[config.mk]
export PLATFORM = sky130hd
export DESIGN_NAME = mult_par_seq
export DESIGN_NICKNAME = d
export VERILOG_FILES = /design/src/rtl/mult_par_seq.sv
export SDC_FILE = /design/constraint.sdc
export NUM_CORES = 1
export LEC_CHECK = 0
export ABC_CLOCK_PERIOD_IN_PS = 10600
export CORE_MARGIN = 1
export CORE_UTILIZATION = 45
export DETAILED_ROUTE_END_ITERATION = 8
export PLACE_DENSITY = 0.64
export SLEW_MARGIN = 20
export SYNTH_ARGS = -nofsm -noshare
export SYNTH_HDL_FRONTEND = slang
export SYNTH_SLANG_ARGS = --single-unit
export TNS_END_PERCENT = 50
[constraint.sdc]
create_clock -name clk -period 10.6 [get_ports clk]
set_input_delay 2.12 -clock clk [delete_from_list [all_inputs] [get_ports clk]]
set_output_delay 2.12 -clock clk [all_outputs]
set_load 0.01 [all_outputs]
[src/rtl/mult_par_seq.sv]
// Parity-checked iterative shift-add multiplier with per-transaction signed/unsigned
// mode, req/ack/result_rdy handshake, busy flag and saturating parity-error counter.
`timescale 1ns/1ps
module mult_par_seq #(
   parameter int DATA_W    = 16,
   parameter int ERR_CNT_W = 8
) (
   input  logic                   clk,
   input  logic                   rst,
   input  logic                   req,
   input  logic [DATA_W-1:0]      arg_a,
   input  logic                   arg_a_parity,
   input  logic [DATA_W-1:0]      arg_b,
   input  logic                   arg_b_parity,
   input  logic                   signed_mode,
   output logic                   ack,
   output logic [2*DATA_W-1:0]    result,
   output logic                   result_parity,
   output logic                   result_rdy,
   output logic                   arg_parity_error,
   output logic                   busy,
   output logic [ERR_CNT_W-1:0]   err_cnt
);

   typedef enum logic [1:0] {IDLE, CALC, DONE} state_t;

   localparam logic [DATA_W-1:0] LAST_ITER = DATA_W'(DATA_W - 1);

   state_t                state_q, state_d;
   logic [DATA_W-1:0]     cnt_q;
   logic [DATA_W-1:0]     mplier_q;
   logic [2*DATA_W-1:0]   mcand_q;
   logic [2*DATA_W-1:0]   acc_q;
   logic                  neg_q;
   logic                  perr_q;

   logic [DATA_W-1:0]     mag_a, mag_b;
   logic                  parity_ok;
   logic [2*DATA_W-1:0]   prod;

   // Magnitudes are kept unsigned so that the most negative operand maps to 2^(DATA_W-1).
   always_comb begin
      mag_a     = (signed_mode && arg_a[DATA_W-1]) ? -arg_a : arg_a;
      mag_b     = (signed_mode && arg_b[DATA_W-1]) ? -arg_b : arg_b;
      parity_ok = (arg_a_parity == ^arg_a) && (arg_b_parity == ^arg_b);
      prod      = neg_q ? -acc_q : acc_q;
   end

   always_comb begin
      // NOTE: default assigned first so no path through the case can infer a latch.
      state_d = state_q;
      case (state_q)
         IDLE:    if (req) state_d = parity_ok ? CALC : DONE;
         CALC:    if (cnt_q == LAST_ITER) state_d = DONE;
         DONE:    state_d = IDLE;
         default: state_d = IDLE;
      endcase
   end

   // NOTE: sequential state uses non-blocking assignments so every register samples pre-edge values.
   always_ff @(posedge clk or posedge rst) begin
      if (rst) state_q <= IDLE;
      else     state_q <= state_d;
   end

   assign busy = (state_q != IDLE);

   always_ff @(posedge clk or posedge rst) begin
      if (rst) begin
         ack              <= 1'b0;
         result           <= '0;
         result_parity    <= 1'b0;
         result_rdy       <= 1'b0;
         arg_parity_error <= 1'b0;
         err_cnt          <= '0;
         cnt_q            <= '0;
         mplier_q         <= '0;
         mcand_q          <= '0;
         acc_q            <= '0;
         neg_q            <= 1'b0;
         perr_q           <= 1'b0;
      end else begin
         ack        <= 1'b0;
         result_rdy <= 1'b0;
         case (state_q)
            IDLE: if (req) begin
               ack      <= 1'b1;
               mcand_q  <= {{DATA_W{1'b0}}, mag_a};
               mplier_q <= mag_b;
               acc_q    <= '0;
               cnt_q    <= '0;
               neg_q    <= signed_mode & (arg_a[DATA_W-1] ^ arg_b[DATA_W-1]);
               perr_q   <= ~parity_ok;
            end
            CALC: begin
               if (mplier_q[0]) acc_q <= acc_q + mcand_q;
               mcand_q  <= mcand_q << 1;
               mplier_q <= mplier_q >> 1;
               cnt_q    <= cnt_q + DATA_W'(1);
            end
            DONE: begin
               result_rdy       <= 1'b1;
               arg_parity_error <= perr_q;
               if (perr_q) begin
                  result        <= '0;
                  result_parity <= 1'b0;
                  if (err_cnt != '1) err_cnt <= err_cnt + ERR_CNT_W'(1);
               end else begin
                  result        <= prod;
                  result_parity <= ^prod;
               end
            end
            default: ;
         endcase
      end
   end

endmodule

== Word level (Yosys, flattened, before mapping) ==
Index checks and enable logic that the tools add are counted.
Storage, ports and cells
  flip-flop bits (word level): 144
  latch bits: 0
  RAM bits: 0
  bits in read-only memories: 0
  input bits: 38
  output and inout port bits: 45
  logic and storage cells: 66
  memories: 0
Operators by class
  add/subtract/negate cells: 6
  multipliers: 0
  div/mod/pow operators: 0
  $lt $le $gt $ge: 0
  equal/unequal tests: 9
  shift operators: 0
  multiplexer cells: 21
  bitwise gates (word level): 3
  reduce and logical (&&, ||, !) cells: 14
Operators by type and width (number)
  $mux W32: 5
  $pmux W32 S2: 2
  $mux W16: 4
  $pmux W16 S2: 2
  $add A32 B32 Y32: 1
  $neg A16 Y16: 2
  $neg A32 Y32: 1
  $reduce_xor A16 Y1: 2
  $reduce_xor A32 Y1: 1
  $add A16 B1 Y16 const B: 1
  $eq A16 B4 Y1 const B: 1
  $add A8 B1 Y8 const B: 1
  $ne A8 B8 Y1 const B: 1
  $mux W2: 3
  $ne A2 B2 Y1 const B: 3
  $reduce_and A2 Y1: 3
  $reduce_and A3 Y1: 2
  $mux W1: 4
  $pmux W2 S2: 1
  $reduce_bool A2 Y1: 2
  $logic_and A1 B1 Y1: 3
  $eq A1 B1 Y1: 2
  $eq A2 B1 Y1 const B: 1
  $eq A2 B2 Y1 const B: 1
  other kinds (4): 4

== Logic depth before layout (Yosys ltp) ==
  word-level depth: 6
  depth in mapped cells: 13
  depth with buffers taken out: 13

== Worst setup path after synthesis ==
No wires, ideal clock.
  kind: input port to flip-flop
  start: in arg_a[12]
  end: reg state_q[1]
  library setup time: 0.120 ns
  data arrival time: 3.389 ns
  data required time: 10.480 ns
  slack: 7.091 ns
  stages: 11
  buffers on the path: 0
  cell sequence: inv_1 ha_1 xnor2_1 xnor2_1 xnor2_1 xnor2_1 nand2_1 nand2_1 nor2_1 a21oi_1 nor2_1
Between the ends
  longest elaborated chain between the ends: 6
RTL lines
  start: declaration: RTL line 11  | input logic [DATA_W-1:0] arg_a,
  $reduce_xor A16 Y1: RTL line 45  | parity_ok = (arg_a_parity == ^arg_a) && (arg_b_parity == ^arg_b);
  $eq A1 B1 Y1: RTL line 45
  $logic_and A1 B1 Y1: RTL line 45
  $mux W2 (2 in a row): RTL line 53  | IDLE: if (req) state_d = parity_ok ? CALC : DONE;
  $pmux W2 S2: RTL line 52  | case (state_q)
  end signal: assignment: RTL line 63  | else state_q <= state_d;
  end: declaration: RTL line 29  | state_t state_q, state_d;
Every way passes these cells. The select of a mux whose other input is x is not followed.
A chain may end at the register's enable or synchronous reset.

== Final worst setup path ==
  start: in arg_a[13]
  end: reg state_q[1]
Same word-level chain as after synthesis.

==> run_results.csv <==
group,metric,value,unit
final_layout,synthToLayoutAreaGrowth,17.88,%
routing,drc,0,
cts,postCtsSetupBuffers,0,
routing,drt-total-wl,21.29,mm
place,gp_congestion,0.9384,
setup_path,worstPathArrival,4.10,ns
die,fp.dieW,145.8,µm
die,die-area,21270,µm²
synthesis,synth-async-reset-ratio,100.0,%
cts,cts_resized,0,
power,p_int,1954,µW
cts,cts_buffers,17,
routing,first_pass_iters,5,
place,hpwl,15.34,mm
setup_path,required,10.91,ns
synthesis,synth.top_cells.by_area,"dfrtp_1, xnor2_1, o21ai_0",
timing,fin_crit_sh,35.82,%
timing,fmax,263.3,MHz
cts,cts_hold_buf,0,
synthesis,ys_seq_area_share,38.71,%
power,seqPwrFrac,27.0,%
final_layout,diodes,0,
synthesis,yosys_most_used_dff,"dfrtp_1",
worst_hold_path,hold_path_class,"reg -> reg",
synthesis,syn_nets,1145,
setup_path,path_class,"in -> reg",
timing,setup-violations-final,0,
timing,max-slew-margin-rel,37.02,%
flow_run,max-cap-violations,0,
synthesis,synth_area,9309,µm²
setup_path,worstPathMaxFanout,3,
die,initial_core_util,46.01,%
final_layout,drive_above_1_share,5.235,%
final_layout,num-fill-cells,1837,
timing,worst_slew_pin_slew,0.9447,ns
die,coreArea,20230,µm²
global_route,grt_pass1_wl,36.36,mm
synthesis,avgSynthCellArea,8.799,µm²
routing,wl_per_cell,15.24,µm
power,swShare,40.89,%
cts,clkSinkCount,144,
die,io_pins,83,
cts,cts_root_buf,"clkbuf_16",
routing,drtAntennaViolNets,0,
power,p_leak,0.004806,µW
status,status,"finished clean",
power,p_switching,1351,µW
timing,setup_tns,0,ns
global_route,grt.total_usage,21.12,%
cts,path_clk_slew,0.06,ns
timing,skew,0.006894,ns
cts,cts_buffer_depth,2,
global_route,grt_max_degree,76,
synthesis,yosys_warnings,0,
timing,hold_viol_final,0,
routing,via_count,7656,
cts,worstSkewPairLatency,0.42,ns
synthesis,synth_cell_types,66,
synthesis,yosys-top-cells-count,"dfrtp_1, o21ai_0, nand2_1",
timing,fin_crit,3.797,ns
synthesis,syn_inst,1058,
global_route,grt_pass1_vias,7382,
global_route,antenna_found_initial,0,
setup_path,setup.worst_path.start_class,"primary input",
power,p_comb_share,53.5,%
global_route,overflow,0,
synthesis,synth-edff-count,0,
cts,htree_num_levels,4,
synthesis,synth_top_area_cell,"dfrtp_1",
timing,drv_slew,0,
power,p_clk_share,19.5,%
cts,cts_tree,"built",
final_layout,final_net_count,1201,
setup_path,end_kind,"flop",
die,rows,52,
synthesis,synth_top_area_share,38.71,%
synthesis,ys_ff_latch,144,
synthesis,yosysMostFrequentCell,"dfrtp_1",
place,numPortBuffers,82,
power,pwr_density_cell,301.2,nW/µm²
routing,avgViaCountPerCell,5.480,
timing,grt_setup_unrepaired,"false",
routing,drtIter0Drc,404,
die,die_h,145.8,µm
power,peakVddDrop,267.9,µV
timing,holdWs,0.4751,ns
==> layout by cell type (no fill, tap or decap), drive strengths merged, types with 6 or more instances in the layout <==
cell / instances
nand2: 136
ha: 48
a21oi: 39
nand2b: 13
nor2: 48
o31ai: 15
or3: 12
and3: 12
clkbuf: 23
o21ai: 143
or4: 8
dfrtp: 144
nand3b: 7
buf: 9
xor2: 46
nor3: 12
inv: 50
mux2i: 8
o21bai: 6
xnor2: 86
a22oi: 32
a21o: 14
clkdlybuf4s50: 82
nand3: 28
o41ai: 10
a31oi: 11
nand4: 11
==> layout make-up <==
type                            count  area [µm²]  area share (%)
Tap cell                          270       337.8           3.079
Sequential cell                   144        3603           32.84
Inverter                           50       192.7           1.756
Timing Repair Buffer               91       888.4           8.096
Clock buffer                       23       488.0           4.447
Multi-Input combinational cell    810        5309           48.38
Clock inverter                      9       153.9           1.403
==> final timing paths <==
check                      cells after the start  slack [ns]               end             start
setup / recovery                              12        6.80        state_q[1]         arg_a[13]
setup reg to reg                              13        6.98         acc_q[30]          acc_q[0]
hold / removal                                 2        0.48  arg_parity_error  arg_parity_error
hold reg to reg                                2        0.48  arg_parity_error  arg_parity_error
min in group asynchronous                      2        2.16        err_cnt[3]               rst
max in group asynchronous                      3        7.02          cnt_q[3]               rst
==> critical path, cell delays in order <==
cell and delay [ns]:
clkdlybuf4s50_1 0.53, inv_1 0.06, ha_1 0.28, xnor2_1 0.14
xnor2_1 0.23, xnor2_1 0.11, xnor2_1 0.25, nand2_1 0.11
nand2_1 0.07, nor2_1 0.04, a21oi_1 0.11, nor2_1 0.05
==> registers in the layout, indices dropped and copies added (netlist names) <==
signal and flops:
acc_q 32, mcand_q 32, result 32, cnt_q 16
mplier_q 16, err_cnt 8, state_q 2, ack 1
arg_parity_error 1, neg_q 1, perr_q 1, result_parity 1
result_rdy 1
==> cells by family (layout without fill, tap and decap cells) <==
group	count (synthesis)	count (layout)	synth area share [%]
and+or+nand+nor	316	316	16.47
AOI/OAI and AO/OA	303	303	19.99
DFF	144	144	38.71
xor gates and xnor gates	133	133	12.82
buffers and inverters	104	173	4.368
adders and majority gates	49	49	6.667
muxes	9	9	0.9812
==> power by group through the flow <==
stage	combinational, µW	clock [µW]	sequential, µW
after floorplan	1320	0	866
after global placement	1760	0	895
after detailed placement	1780	0	898
after CTS	1790	657	890
after global routing	1950	680	917
final	1770	646	891
==> per-layer routing <==
metal	wire length (µm)	global-route usage (%)	share of wire (%)	vias up
li1	-	-	-	3862
met1	10330	28.58	49	3604
met2	9774	34.74	46	168
met3	898	2.915	4.2	22
met4	291	7.158	1.4	0
met5	0	0	0	-
==> stage by stage <==
step	area (µm²)	setup slack (ns)	power [µW]	std cells	util, %
floorplan	9309	4.614	2190	1058	-
global placement	10330	6.356	2659	1365	51.06
detailed placement	10330	6.347	2682	1365	51.06
CTS	10970	6.783	3337	1397	54.23
global route	10970	6.609	3544	1397	54.23
finish	10970	6.803	3305	1397	54.23
Note: power is estimated with default switching activity, not from simulation.
